`src/rtl/imm_gen_pipe.sv`:
```
// imm_gen_pipe
//   Decodes the immediate field of a RISC-V style instruction word and
//   buffers the result in a small valid/ready FIFO so that upstream and
//   downstream can stall independently.
//
// Parameters
//   XLEN        datapath width of out_imm (32 or 64)
//   DEPTH       number of buffer entries (power of two, >= 2)
//   TAG_W       width of the opaque sideband tag
//   AUTO_DECODE 1: format derived from the opcode, 0: format from in_imm_sel
//
// Ports
//   clk, rst_n         clock, asynchronous active-low reset
//   flush              synchronous discard of all buffered beats
//   in_valid/in_ready  input handshake
//   in_instr           32-bit instruction word
//   in_imm_sel         format select (only used when AUTO_DECODE = 0)
//   in_tag             sideband data carried alongside the beat
//   out_valid/out_ready output handshake
//   out_imm            extended immediate of the head beat
//   out_fmt            format code applied to the head beat
//   out_illegal        head beat had an unknown opcode or reserved format
//   out_tag            in_tag of the head beat
//   illegal_cnt        saturating count of illegal beats accepted
module imm_gen_pipe #(
  parameter int XLEN        = 32,
  parameter int DEPTH       = 2,
  parameter int TAG_W       = 5,
  parameter int AUTO_DECODE = 1
) (
  input  logic             clk,
  input  logic             rst_n,
  input  logic             flush,
  input  logic             in_valid,
  output logic             in_ready,
  input  logic [31:0]      in_instr,
  input  logic [2:0]       in_imm_sel,
  input  logic [TAG_W-1:0] in_tag,
  output logic             out_valid,
  input  logic             out_ready,
  output logic [XLEN-1:0]  out_imm,
  output logic [2:0]       out_fmt,
  output logic             out_illegal,
  output logic [TAG_W-1:0] out_tag,
  output logic [15:0]      illegal_cnt
);

  localparam int PTR_W = (DEPTH > 1) ? $clog2(DEPTH) : 1;
  localparam int CNT_W = $clog2(DEPTH + 1);

  localparam logic [2:0] FMT_R     = 3'b000;
  localparam logic [2:0] FMT_I     = 3'b001;
  localparam logic [2:0] FMT_S     = 3'b010;
  localparam logic [2:0] FMT_B     = 3'b011;
  localparam logic [2:0] FMT_U     = 3'b100;
  localparam logic [2:0] FMT_J     = 3'b101;
  localparam logic [2:0] FMT_SHAMT = 3'b110;
  localparam logic [2:0] FMT_RSVD  = 3'b111;

  logic [2:0]         dec_fmt;
  logic               dec_illegal;
  logic signed [31:0] imm32;
  logic [XLEN-1:0]    dec_imm;

  logic [XLEN-1:0]  imm_mem [DEPTH];
  logic [2:0]       fmt_mem [DEPTH];
  logic             ill_mem [DEPTH];
  logic [TAG_W-1:0] tag_mem [DEPTH];

  logic [PTR_W-1:0] wr_ptr;
  logic [PTR_W-1:0] rd_ptr;
  logic [CNT_W-1:0] count;
  logic             push;
  logic             pop;

  // Format selection: either the opcode map or the externally supplied
  // select. Unknown opcodes fall back to R (immediate 0) and are flagged.
  always_comb begin
    dec_fmt     = FMT_R;
    dec_illegal = 1'b0;
    if (AUTO_DECODE != 0) begin
      case (in_instr[6:0])
        7'b0110011: dec_fmt = FMT_R;
        7'b0000011,
        7'b1100111,
        7'b1110011: dec_fmt = FMT_I;
        7'b0010011: begin
          // slli/srli/srai carry a shift amount instead of an I immediate
          if (in_instr[14:12] == 3'b001 || in_instr[14:12] == 3'b101)
            dec_fmt = FMT_SHAMT;
          else
            dec_fmt = FMT_I;
        end
        7'b0100011: dec_fmt = FMT_S;
        7'b1100011: dec_fmt = FMT_B;
        7'b0110111,
        7'b0010111: dec_fmt = FMT_U;
        7'b1101111: dec_fmt = FMT_J;
        default: begin
          dec_fmt     = FMT_R;
          dec_illegal = 1'b1;
        end
      endcase
    end else begin
      dec_fmt     = in_imm_sel;
      dec_illegal = (in_imm_sel == FMT_RSVD);
    end
  end

  // Immediates are first assembled as signed 32-bit values; widening to
  // XLEN then sign-extends them. SHAMT is built with a zero top bit so the
  // same widening zero-extends it.
  always_comb begin
    imm32 = '0;
    case (dec_fmt)
      FMT_I: imm32 = {{20{in_instr[31]}}, in_instr[31:20]};
      FMT_S: imm32 = {{20{in_instr[31]}}, in_instr[31:25], in_instr[11:7]};
      FMT_B: imm32 = {{19{in_instr[31]}}, in_instr[31], in_instr[7],
                      in_instr[30:25], in_instr[11:8], 1'b0};
      FMT_U: imm32 = {in_instr[31:12], 12'b0};
      FMT_J: imm32 = {{11{in_instr[31]}}, in_instr[31], in_instr[19:12],
                      in_instr[20], in_instr[30:21], 1'b0};
      FMT_SHAMT: begin
        if (XLEN == 64)
          imm32 = {26'b0, in_instr[25:20]};
        else
          imm32 = {27'b0, in_instr[24:20]};
      end
      default: imm32 = '0;
    endcase
  end

  assign dec_imm = XLEN'(imm32);

  // Handshakes; flush wins over both so nothing moves in a flush cycle.
  assign in_ready  = (count != CNT_W'(DEPTH));
  assign out_valid = (count != '0);
  assign push      = in_valid && in_ready && !flush;
  assign pop       = out_valid && out_ready && !flush;

  // Buffer storage needs no reset: entries are only visible through
  // out_valid, which is derived from the reset count.
  always_ff @(posedge clk) begin
    if (push) begin
      imm_mem[wr_ptr] <= dec_imm;
      fmt_mem[wr_ptr] <= dec_fmt;
      ill_mem[wr_ptr] <= dec_illegal;
      tag_mem[wr_ptr] <= in_tag;
    end
  end

  // Pointers wrap naturally because DEPTH is a power of two.
  always_ff @(posedge clk or negedge rst_n) begin
    if (!rst_n) begin
      wr_ptr <= '0;
      rd_ptr <= '0;
      count  <= '0;
    end else if (flush) begin
      wr_ptr <= '0;
      rd_ptr <= '0;
      count  <= '0;
    end else begin
      if (push)
        wr_ptr <= wr_ptr + PTR_W'(1);
      if (pop)
        rd_ptr <= rd_ptr + PTR_W'(1);
      if (push && !pop)
        count <= count + CNT_W'(1);
      else if (pop && !push)
        count <= count - CNT_W'(1);
    end
  end

  // Illegal beats are counted when they enter the buffer; the count
  // survives flush and only reset clears it.
  always_ff @(posedge clk or negedge rst_n) begin
    if (!rst_n)
      illegal_cnt <= '0;
    else if (push && dec_illegal && illegal_cnt != 16'hFFFF)
      illegal_cnt <= illegal_cnt + 16'd1;
  end

  // Outputs are forced to zero whenever no beat is presented.
  assign out_imm     = out_valid ? imm_mem[rd_ptr] : '0;
  assign out_fmt     = out_valid ? fmt_mem[rd_ptr] : '0;
  assign out_illegal = out_valid ? ill_mem[rd_ptr] : 1'b0;
  assign out_tag     = out_valid ? tag_mem[rd_ptr] : '0;

endmodule

```
`config.mk`:
```
export PLATFORM = sky130hd
export DESIGN_NAME = imm_gen_pipe
export DESIGN_NICKNAME = d
export VERILOG_FILES = /design/src/rtl/imm_gen_pipe.sv
export SDC_FILE = /design/constraint.sdc
export NUM_CORES = 1
export LEC_CHECK = 0
export BUFFER_PORTS_ARGS = -buffer_cell sky130_fd_sc_hd__buf_2
export CAP_MARGIN = 0
export CORE_UTILIZATION = 54
export CTS_CLUSTER_DIAMETER = 150
export DETAILED_ROUTE_END_ITERATION = 16
export PLACE_DENSITY = 0.91
export SETUP_SLACK_MARGIN = 0.02
export SLEW_MARGIN = 15
export SYNTH_ARGS = -nofsm -noshare
export SYNTH_HDL_FRONTEND = slang
export SYNTH_SLANG_ARGS = --single-unit
```
`constraint.sdc`:
```
create_clock -name clk -period 3.35 [get_ports clk]
set_input_delay 0 -clock clk [delete_from_list [all_inputs] [get_ports clk]]
set_output_delay 0 -clock clk [all_outputs]
set_load 0.02 [all_outputs]
```
Word-level counts from Yosys, hierarchy flattened
Memory sizes are Yosys's and may differ from the RTL's.
Cells that the tools add are included.
W data, S select, Z words.

storage, ports and cells
  input port bits = 45
  memory bits (writable) = 82
  register bits = 20
  memories = 4

cells by class
  equal/unequal tests = 20
  $add $sub $neg = 5
  reductions and logical operators = 19
  muxes and demuxes = 17

memories
  name     depth  bits a word  rd ports  clocked after memory_dff  wr ports  RTL line  source
  imm_mem  2      32           1         0                         1         65        logic [XLEN-1:0] imm_mem [DEPTH];
  tag_mem  2      5            1         0                         1         68        logic [TAG_W-1:0] tag_mem [DEPTH];
  fmt_mem  2      3            1         0                         1         66        logic [2:0] fmt_mem [DEPTH];
  ill_mem  2      1            1         0                         1         67        logic ill_mem [DEPTH];

operators by type and width
  cell                     number
  $pmux W32 S6             1
  $mux W32                 1
  $eq A7 B7 Y1 const B     4
  $eq A7 B6 Y1 const B     3
  $pmux W3 S6              1
  $add A16 B1 Y16 const B  1
  $ne A16 B16 Y1 const B   1
  $eq A7 B5 Y1 const B     2
  $eq A3 B3 Y1 const B     4
  $reduce_or A10 Y1        1
  $logic_and A1 B1 Y1      8
  $mux W1                  8
  $eq A7 B2 Y1 const B     1
  $eq A3 B1 Y1 const B     2
  $eq A3 B2 Y1 const B     2
  $mux W2                  3
  $mux W3                  2
  $reduce_bool A2 Y1       3
  $mux W5                  1
  $logic_not A1 Y1         3
  $reduce_bool A3 Y1       1
  $reduce_or A3 Y1         1
  $add A1 B1 Y1 const B    2
  $add A2 B1 Y2 const B    1
  4 further kinds          4

Longest topological paths before layout
Gate-level depths: netlist of the first run.

  word-level depth = 8
  mapped depth = 7
  depth with buffers taken out = 6

Worst setup path before layout of the first run
Ideal clock, no wire load.

  path kind = reg-to-reg
  start point = reg count[1]
  end point = mem fmt_mem[0][0] (enable)
  arrival time = 2569 ps
  path buffers = 0
  setup slack = 341 ps
  stages on the path, launching flop included = 4
  cell sequence = dfrtp_1 or2b_2 nand3b_1 nor2_1

between the ends
  word-level cells in the longest chain between the ends = 5

ends and longest elaborated chain
  what                               RTL line  source
  start: declaration                 72        logic [CNT_W-1:0] count;
  start signal: assignment           168       count <= count + CNT_W'(1);
  start signal: assignment           170       count <= count - CNT_W'(1);
  $ne A2 B2 Y1                       136       assign in_ready = (count != CNT_W'(DEPTH));
  via in_ready                       35        output logic in_ready,
  $logic_and A1 B1 Y1 (2 in series)  138       assign push = in_valid && in_ready && !flush;
  $mux W1                            144       if (push) begin
  $mux W1 (not written as such)      146       fmt_mem[wr_ptr] <= dec_fmt;
  end: declaration                   66

The timed path passes the listed nets, and every way through them passes these cells.

Worst setup path after layout of the first run
  start point = reg rd_ptr
  end point = out out_imm[26]

between the ends
  word-level cells in the longest chain between the ends = 2

ends and longest elaborated chain
  what                      RTL line  source
  start: declaration        71        logic [PTR_W-1:0] rd_ptr;
  start signal: assignment  166       rd_ptr <= rd_ptr + PTR_W'(1);
  $mem_v2 Z2 W32            -
  $mux W32                  184       assign out_imm = out_valid ? imm_mem[rd_ptr] : '0;
  end: declaration          41        output logic [XLEN-1:0] out_imm,

No other way between the ends.

==> tab_implementation.tex, run 1 <==
\begin{tabular}{lr}
\hline
Metric & Value \\
\hline
\multicolumn{2}{l}{\textbf{Critical path}} \\
\quad Arrival time worst endpoint & 2270 ps \\
\quad Worst Reg2Reg Path Length in Cells & 5 \\
\quad Type of destination of the critical path & output port \\
\quad CP Depth & 4 \\
\quad Worst path top cell family by delay & flip-flops \\
\quad Req. time, crit path & 3350 ps \\
\quad Largest fanout of any net on the critical path & 31 \\
\quad Sort of element at the start of the critical path & register \\
\quad Buffers and inverters on the worst path & 2 \\
\quad Classification of the worst setup path & register to output port \\
\quad Worst path cell trace & buf\_4 -> mux2i\_1 -> nor2\_1 -> buf\_2 \\
\quad Slowest Stage Delay on Critical Path & 980 ps \\
\quad Worst-path cell with the longest stage delay & dfrtp\_2 \\
\multicolumn{2}{l}{\textbf{STA}} \\
\quad Final critical delay including setup and external delays & 2270 ps \\
\quad Total Negative Setup Slacks & 0 ps \\
\quad Final count of negative-setup-slack endpoints & 0 \\
\quad Achievable Freq & 441 MHz \\
\quad Period utilisation layout & 67.7\% \\
\quad Worst setup skew after layout & 16.1 ps \\
\quad Remaining max-slew budget at the tightest pin & 33.7\% \\
\quad Final Max Tran Viols & 0 \\
\quad Pin slew with the least headroom to its limit & 992 ps \\
\quad Unrepaired setup endpoints after global routing & false \\
\quad Final hold viol count & 0 \\
\multicolumn{2}{l}{\textbf{Layout}} \\
\quad Area growth from synthesis to final layout & 24.6\% \\
\quad Number of antenna cells inserted & 0 \\
\quad Final layout net count & 539 \\
\quad Final std cells w/o fill & 603 \\
\quad Fraction of final layout cells sized beyond drive strength 1 & 27.7\% \\
\multicolumn{2}{l}{\textbf{Yosys}} \\
\quad Syn Nets & 406 \\
\quad Dominant register cell in the synthesized netlist & edfxtp\_1 \\
\quad Dominant cells by area after synthesis & edfxtp\_1 53\%, dfrtp\_1 11\%, mux2i\_1 8.8\%, nor2\_1 4.7\%, a21o\_1 3.1\% \\
\quad Fraction of synthesized cell area taken by the top area cell type & 52.7\% \\
\quad Compound-gate portion of the synthesized area & 7.64\% \\
\quad Adder-cell share of the synthesized area & 0.268\% \\
\quad Gate count after technology mapping & 360 \\
\quad Most instantiated cells after synthesis & 82 x edfxtp\_1, 59 x nor2\_1, 41 x mux2i\_1, 20 x dfrtp\_1, 19 x a21o\_1 \\
\quad Library cell with the largest summed area after synthesis & edfxtp\_1 \\
\quad Largest family of logic cells by synthesized area & simple AND/OR/NAND/NOR gates \\
\quad Yosys warnings & 0 \\
\quad Count of distinct cell types in the synthesized netlist & 50 \\
\quad Xor/xnor share of the synthesized area & 3.19\% \\
\quad Most used standard cell by instance count after synthesis & edfxtp\_1 \\
\quad Post-synthesis sequential area ratio & 63.5\% \\
\quad Combined area of all synthesized cells & 0.00467 mm² \\
\quad Share of cell area taken by muxes after synthesis & 9.35\% \\
\quad Number of flops mapped to enable cells by yosys & 82 \\
\quad Synthesized flop and latch total & 102 \\
\quad Average instance area after synthesis & 13.0 µm² \\
\quad Post-synthesis share of cell area spent on and, or, nand and nor gates & 13.7\% \\
\quad Synth async-reset ratio & 19.6\% \\
\multicolumn{2}{l}{\textbf{CTS}} \\
\quad CTS Buf Count & 9 \\
\quad Cts-stage hold buffer count & 35 \\
\quad TritonCTS Sinks & 102 \\
\quad Worst-Skew Late Latency & 380 ps \\
\quad Post-CTS clock slew at the launch and capture registers of the worst setup and hold paths & 110 ps \\
\quad TritonCTS clock tree & yes \\
\quad Maximum level of the CTS H-tree & 3 \\
\quad Post-CTS setup buffer count & 0 \\
\quad Resized Gates After CTS & 0 \\
\quad Worst-case clock buffer depth & 2 \\
\quad Clock tree root buffer cell & clkbuf\_8 \\
\multicolumn{2}{l}{\textbf{GRT}} \\
\quad Wire length of the first global-routing pass & 17.0 mm \\
\quad Global route overflow & 0 \\
\quad Most crowded layer after global routing & met2 \\
\quad Pin count of the biggest net entering global routing & 44 \\
\quad Tot GR Track Use & 25.8\% \\
\quad Met1 Track Usage GR & 31.4\% \\
\quad GR Util met3 & 5.23\% \\
\quad Met2 track utilization from global routing & 43.9\% \\
\quad Number of antenna violations at the first check in global routing & 0 \\
\quad Number of global-route vias before repair & 3345 \\
\multicolumn{2}{l}{\textbf{Placed design}} \\
\quad Detail Placement HPWL & 6.54 mm \\
\quad Count of port buffers added during placement & 100 \\
\quad Placed cell count & 552 \\
\quad GP Congestion & 0.877 \\
\multicolumn{2}{l}{\textbf{Min path}} \\
\quad Hold crit path type & primary input to register \\
\quad Number of cells traversed by the worst hold path & 4 \\
\multicolumn{2}{l}{\textbf{Power and ir drop}} \\
\quad Leakage power total & 0.00254 µW \\
\quad Highest ir drop seen on vdd & 334 µV \\
\quad Ratio of total power to cell area & 468 mW/mm² \\
\multicolumn{2}{l}{\textbf{Die}} \\
\quad Die outline area & 0.00902 mm² \\
\quad Chip Width & 95.0 µm \\
\quad Die boundary height & 95.0 µm \\
\quad Initial Util & 56.3\% \\
\quad Top Ports & 104 \\
\quad Site Rows & 33 \\
\quad Standard cell core area & 0.00830 mm² \\
\multicolumn{2}{l}{\textbf{Detailed routing}} \\
\quad Routed via count & 3406 \\
\quad DRC violations left & 0 \\
\quad Post-DR wirelength/cell & 18.0 µm \\
\quad Number of routed nets with antenna violations & 0 \\
\quad Routed Wire Length & 10.8 mm \\
\quad Post-DR vias/cell & 5.65 \\
\quad DR pass1 iterations & 5 \\
\quad Initial DRC count & 327 \\
\multicolumn{2}{l}{\textbf{Run}} \\
\quad Max-cap violation count & 0 \\
\multicolumn{2}{l}{\textbf{Status}} \\
\quad Result of the run & finished, final reports clean \\
\hline
\end{tabular}
[worst min-delay path: stages]
cell	delay (ps)
buf_2	140
nand2_1	80
xnor2_1	70
nor2_1	80
[flip-flops by register name (all words and copies together), names as in the netlist]
name         cells
count            2
imm_mem         64
wr_ptr           1
illegal_cnt     16
fmt_mem          6
rd_ptr           1
ill_mem          2
tag_mem         10
[final timing paths]
check | slack, ps | end | from
min | 20 | wr_ptr$_DFFE_PN0P_ | in_valid
min in group asynchronous | 90 | illegal_cnt[5]$_DFFE_PN0P_ | rst_n
max reg2reg | 1120 | illegal_cnt[12]$_DFFE_PN0P_ | count[1]$_DFFE_PN0P_
min reg2reg | 520 | illegal_cnt[8]$_DFFE_PN0P_ | illegal_cnt[8]$_DFFE_PN0P_
max | 1080 | out_imm[26] | rd_ptr$_DFFE_PN0P_
max in group asynchronous | 2920 | rd_ptr$_DFFE_PN0P_ | rst_n
[layer usage]
| metal | vias up | routed length [µm] |
|---|---|---|
| li1 | 1582 | - |
| met1 | 1602 | 4110 |
| met2 | 190 | 5600 |
| met3 | 32 | 851 |
| met4 | 0 | 280 |
| met5 | - | 0 |
[report_power, final]
group | switching, µW | internal [µW]
Sequential | 66.7 | 1430
Combinational | 257 | 180
Clock | 487 | 301
Total | 811 | 1910
[stage by stage]
stage | hold WS (ps) | setup WS, ps | cell area, µm² | utilization, % | power [µW]
6_report | 16.9 | 1080 | 5820 | 70.1 | 2720
5_1_grt | 61.1 | 942 | 5820 | 70.1 | 2820
2_1_floorplan | -296 | 341 | 4670 | - | 1780
3_5_place_dp | -29.1 | 1200 | 5260 | 63.3 | 1920
3_3_place_gp | -42.1 | 1290 | 5260 | 63.3 | 1910
4_1_cts | 9.55 | 1090 | 5820 | 70.1 | 2720
[layout make-up]
type / count / area (µm²)
flip-flops and latches: 102 / 2960
fillers: 531 / 2480
multi-input cells: 236 / 1620
repair buffers: 138 / 873
well taps: 105 / 131
clock buffers: 9 / 124
clock inverters: 7 / 86.3
inverters: 6 / 22.5
[cell usage in the layout, fill, tap and decap left out, types with 3 or more instances in the layout]
cell           count
a21o_1            19
a21oi_1            7
a22o_1             4
and2_1             8
and3_1             4
buf_2            100
buf_4              3
clkbuf_8           9
clkinv_8           3
dfrtp_1           19
dlygate4sd3_1     35
edfxtp_1          82
inv_1              6
mux2i_1           41
nand2_1           14
nand3_1           12
nand3b_1           3
nand4_1            6
nor2_1            56
nor2_4             3
nor2b_1            3
nor3_1             4
o21ai_0            3
xnor2_1           15
[cells by family after synthesis]
logic type,count (synthesis)
flops,102
mux,43
simple gates,128
xor+xnor,17
compound gates,47
fa+ha+maj,1
buf+inv,22
No activity file was read; power rests on OpenSTA's default activity.
==> run 2, diff against run 1 <==
--- a/config.mk
+++ b/config.mk
@@ -5,9 +5,10 @@
 export SDC_FILE = /design/constraint.sdc
 export NUM_CORES = 1
 export LEC_CHECK = 0
+export ABC_AREA = 1
 export BUFFER_PORTS_ARGS = -buffer_cell sky130_fd_sc_hd__buf_2
 export CAP_MARGIN = 0
-export CORE_UTILIZATION = 54
+export CORE_UTILIZATION = 55
 export CTS_CLUSTER_DIAMETER = 150
 export DETAILED_ROUTE_END_ITERATION = 16
 export PLACE_DENSITY = 0.91
==> constraint.sdc (replaced) <==
create_clock -name clk -period 2.14 [get_ports clk]
set_input_delay 0 -clock clk [delete_from_list [all_inputs] [get_ports clk]]
set_output_delay 0 -clock clk [all_outputs]
set_load 0.02 [all_outputs]
==> tab_implementation.tex, run 2 <==
\begin{tabular}{lr}
\hline
Metric & Value \\
\hline
\multicolumn{2}{l}{\textbf{Critical path}} \\
\quad Register-to-register setup slack & 330 ps \\
\quad Largest fanout of any net on the critical path & 5 \\
\quad Classification of the worst setup path & primary input to register \\
\quad Worst-path cell with the longest stage delay & dlygate4sd3\_1 \\
\quad Sort of element at the start of the critical path & primary input \\
\quad Req. time, crit path & 2250 ps \\
\quad Type of destination of the critical path & register \\
\quad Worst path cell trace & dlygate4sd3\_1 -> buf\_2 -> nor2\_1 -> nor2\_1 -> inv\_2 -> nand2\_4 -> a22oi\_1 -> dlygate4sd3\_1 -> nand2\_1 \\
\quad Slowest Stage Delay on Critical Path & 610 ps \\
\quad Arrival time worst endpoint & 1930 ps \\
\multicolumn{2}{l}{\textbf{Power and ir drop}} \\
\quad Ratio of total power to cell area & 954 mW/mm² \\
\quad Leakage power total & 0.00276 µW \\
\quad Highest ir drop seen on vdd & 503 µV \\
\multicolumn{2}{l}{\textbf{Yosys}} \\
\quad Gate count after technology mapping & 512 \\
\quad Dominant register cell in the synthesized netlist & edfxtp\_1 \\
\quad Combined area of all synthesized cells & 0.00501 mm² \\
\quad Adder-cell share of the synthesized area & 0.250\% \\
\quad Share of cell area taken by muxes after synthesis & 0\% \\
\quad Average instance area after synthesis & 9.78 µm² \\
\quad Most used standard cell by instance count after synthesis & nand2\_1 \\
\quad Post-synthesis share of cell area spent on and, or, nand and nor gates & 23.9\% \\
\quad Syn Nets & 558 \\
\quad Number of flops mapped to enable cells by yosys & 82 \\
\quad Most instantiated cells after synthesis & 170 x nand2\_1, 82 x edfxtp\_1, 50 x a21oi\_1, 35 x nand3\_1, 27 x inv\_1 \\
\quad Largest family of logic cells by synthesized area & simple AND/OR/NAND/NOR gates \\
\quad Yosys warnings & 0 \\
\quad Synth async-reset ratio & 19.6\% \\
\quad Post-synthesis sequential area ratio & 59.2\% \\
\quad Fraction of synthesized cell area taken by the top area cell type & 49.2\% \\
\quad Synthesized flop and latch total & 102 \\
\quad Dominant cells by area after synthesis & edfxtp\_1 49\%, nand2\_1 13\%, dfrtp\_1 10\%, a21oi\_1 5.0\%, nand3\_1 3.5\% \\
\quad Compound-gate portion of the synthesized area & 9.34\% \\
\quad Count of distinct cell types in the synthesized netlist & 34 \\
\quad Xor/xnor share of the synthesized area & 2.45\% \\
\quad Library cell with the largest summed area after synthesis & edfxtp\_1 \\
\multicolumn{2}{l}{\textbf{CTS}} \\
\quad TritonCTS clock tree & yes \\
\quad Post-CTS clock slew at the launch and capture registers of the worst setup and hold paths & 100 ps \\
\quad Maximum level of the CTS H-tree & 3 \\
\quad Clock tree root buffer cell & clkbuf\_8 \\
\quad Worst-Skew Late Latency & 360 ps \\
\quad TritonCTS Sinks & 102 \\
\quad Resized Gates After CTS & 0 \\
\quad CTS Buf Count & 9 \\
\quad Worst-case clock buffer depth & 2 \\
\multicolumn{2}{l}{\textbf{Die}} \\
\quad Standard cell core area & 0.00876 mm² \\
\quad Die outline area & 0.00949 mm² \\
\quad Die boundary height & 97.4 µm \\
\quad Site Rows & 34 \\
\quad Chip Width & 97.4 µm \\
\quad Top Ports & 104 \\
\quad Initial Util & 57.2\% \\
\multicolumn{2}{l}{\textbf{Placed design}} \\
\quad Cell area after placement & 0.00566 mm² \\
\quad Detail Placement HPWL & 7.96 mm \\
\quad GP Congestion & 0.931 \\
\quad Count of port buffers added during placement & 100 \\
\multicolumn{2}{l}{\textbf{Status}} \\
\quad Result of the run & finished, final reports clean \\
\multicolumn{2}{l}{\textbf{STA}} \\
\quad Final Max Tran Viols & 0 \\
\quad Achievable Freq & 549 MHz \\
\quad Total Negative Setup Slacks & 0 ps \\
\quad Final count of negative-setup-slack endpoints & 0 \\
\quad Period utilisation layout & 85.2\% \\
\quad Final hold viol count & 0 \\
\quad Pin slew with the least headroom to its limit & 492 ps \\
\quad Remaining max-slew budget at the tightest pin & 67.1\% \\
\quad Unrepaired setup endpoints after global routing & false \\
\quad Final critical delay including setup and external delays & 1820 ps \\
\quad Worst setup skew after layout & 10.5 ps \\
\multicolumn{2}{l}{\textbf{Layout}} \\
\quad Most common cell after layout, fill and taps aside & nand2\_1 \\
\quad Fraction of final layout cells sized beyond drive strength 1 & 26.8\% \\
\quad Top reg by flops & imm\_mem \\
\quad Area growth from synthesis to final layout & 21.4\% \\
\quad Number of antenna cells inserted & 0 \\
\quad Final design area excluding fillers & 0.00608 mm² \\
\quad Registers with the highest flip-flop counts & imm\_mem x64, illegal\_cnt x16, tag\_mem x10 \\
\quad Leading cell types in the layout, fill and taps excluded & 170 x nand2\_1, 100 x buf\_2, 82 x edfxtp\_1 \\
\quad Number of filler cells placed in the layout & 625 \\
\quad Number of flip-flops in the largest register & 64 \\
\quad Final layout net count & 683 \\
\multicolumn{2}{l}{\textbf{Min path}} \\
\quad Hold crit path type & primary input to register \\
\multicolumn{2}{l}{\textbf{Run}} \\
\quad Max-cap violation count & 0 \\
\multicolumn{2}{l}{\textbf{Detailed routing}} \\
\quad Post-DR vias/cell & 5.57 \\
\quad Initial DRC count & 359 \\
\quad DR pass1 iterations & 6 \\
\quad Routed Wire Length & 11.8 mm \\
\quad DRC violations left & 0 \\
\quad Number of routed nets with antenna violations & 0 \\
\quad Routed via count & 4181 \\
\quad Post-DR wirelength/cell & 15.7 µm \\
\multicolumn{2}{l}{\textbf{GRT}} \\
\quad Number of global-route vias before repair & 3980 \\
\quad Pin count of the biggest net entering global routing & 42 \\
\quad Global route overflow & 0 \\
\quad Wire length of the first global-routing pass & 19.1 mm \\
\quad Tot GR Track Use & 25.6\% \\
\quad Number of antenna violations at the first check in global routing & 0 \\
\hline
\end{tabular}
==> run 2: cell count changes in the layout (fill, tap and decap cells not counted), sizes merged, moves of 19 or more <==
cell   before  now
nand2      15  181
a21oi       9   50
mux2i      41    0
inv         9   39
nor2       60   33
nand3      12   38
a21o       19    0
==> run 2: through the flow <==
step	hold WS (ps)	std cells	power (µW)	util, %	setup slack (ps)
after floorplan	-296	512	3920	-	2.84
final	24.3	750	5800	69.4	318
after CTS	0.646	748	5810	69.2	326
after global placement	-33.9	710	4620	64.6	448
after global routing	0.665	750	6100	69.4	153
after detailed placement	-28.5	710	4680	64.6	358
==> run 2: per-layer routing <==
| metal | GRT usage, % | wire length (µm) | vias to the layer above |
|---|---|---|---|
| li1 | - | - | 1975 |
| met5 | 0 | 0 | - |
| met4 | 10.1 | 368 | 0 |
| met1 | 33.7 | 4650 | 1951 |
| met2 | 41.9 | 5880 | 211 |
| met3 | 5.04 | 871 | 44 |
==> run 2: worst max-delay path: cells and delay by family <==
family | cells | cell delay (ps)
AO/OA/AOI/OAI | 1 | 200
buffers and inverters | 4 | 1330
AND/OR/NAND/NOR | 4 | 400
==> run 2: worst paths after layout <==
kind / from / end / cells past startpoint
min in group asynchronous: rst_n / illegal_cnt[12]$_DFFE_PN0P_ / 2
worst max register to register: count[1]$_DFFE_PN0P_ / illegal_cnt[6]$_DFFE_PN0P_ / 7
worst min register to register: illegal_cnt[1]$_DFFE_PN0P_ / illegal_cnt[1]$_DFFE_PN0P_ / 2
worst min-delay path: in_instr[12] / imm_mem[1][12]$_DFFE_PP_ / 3
max in group asynchronous: rst_n / rd_ptr$_DFFE_PN0P_ / 2
worst max-delay path: in_instr[13] / imm_mem[1][3]$_DFFE_PP_ / 9
==> run 2: report_power, final <==
part | leakage (µW) | switching (µW) | internal, µW
sequential | 0.00104 | 129 | 2350
clock | 0.0000869 | 685 | 439
combinational | 0.00163 | 1540 | 658
==> run 2: cells by family (layout without fill, tap and decap cells) <==
| kind of cell | Yosys count | in the layout |
|---|---|---|
| DFF | 102 | 102 |
| xor gates and xnor gates | 14 | 14 |
| buffers and inverters | 57 | 187 |
| AOI/OAI and AO/OA | 78 | 78 |
| adders and majority gates | 1 | 1 |
| and+or+nand+nor | 260 | 260 |
==> run 2: layout make-up <==
| type | instances | area [µm²] | share of cell area [%] |
|---|---|---|---|
| clock inverter | 7 | 58.8 | 0.967 |
| tap | 108 | 135 | 2.22 |
| timing repair buffer | 133 | 833 | 13.7 |
| sequential | 102 | 2960 | 48.7 |
| inverter | 38 | 145 | 2.39 |
| clock buffer | 9 | 124 | 2.04 |
| multi-input combinational | 353 | 1820 | 30.0 |
==> run 2: repair_timing <==
action,CTS,global route
hold buffers,22,2
setup buffers,0,0
hold endpoints to repair,53,2
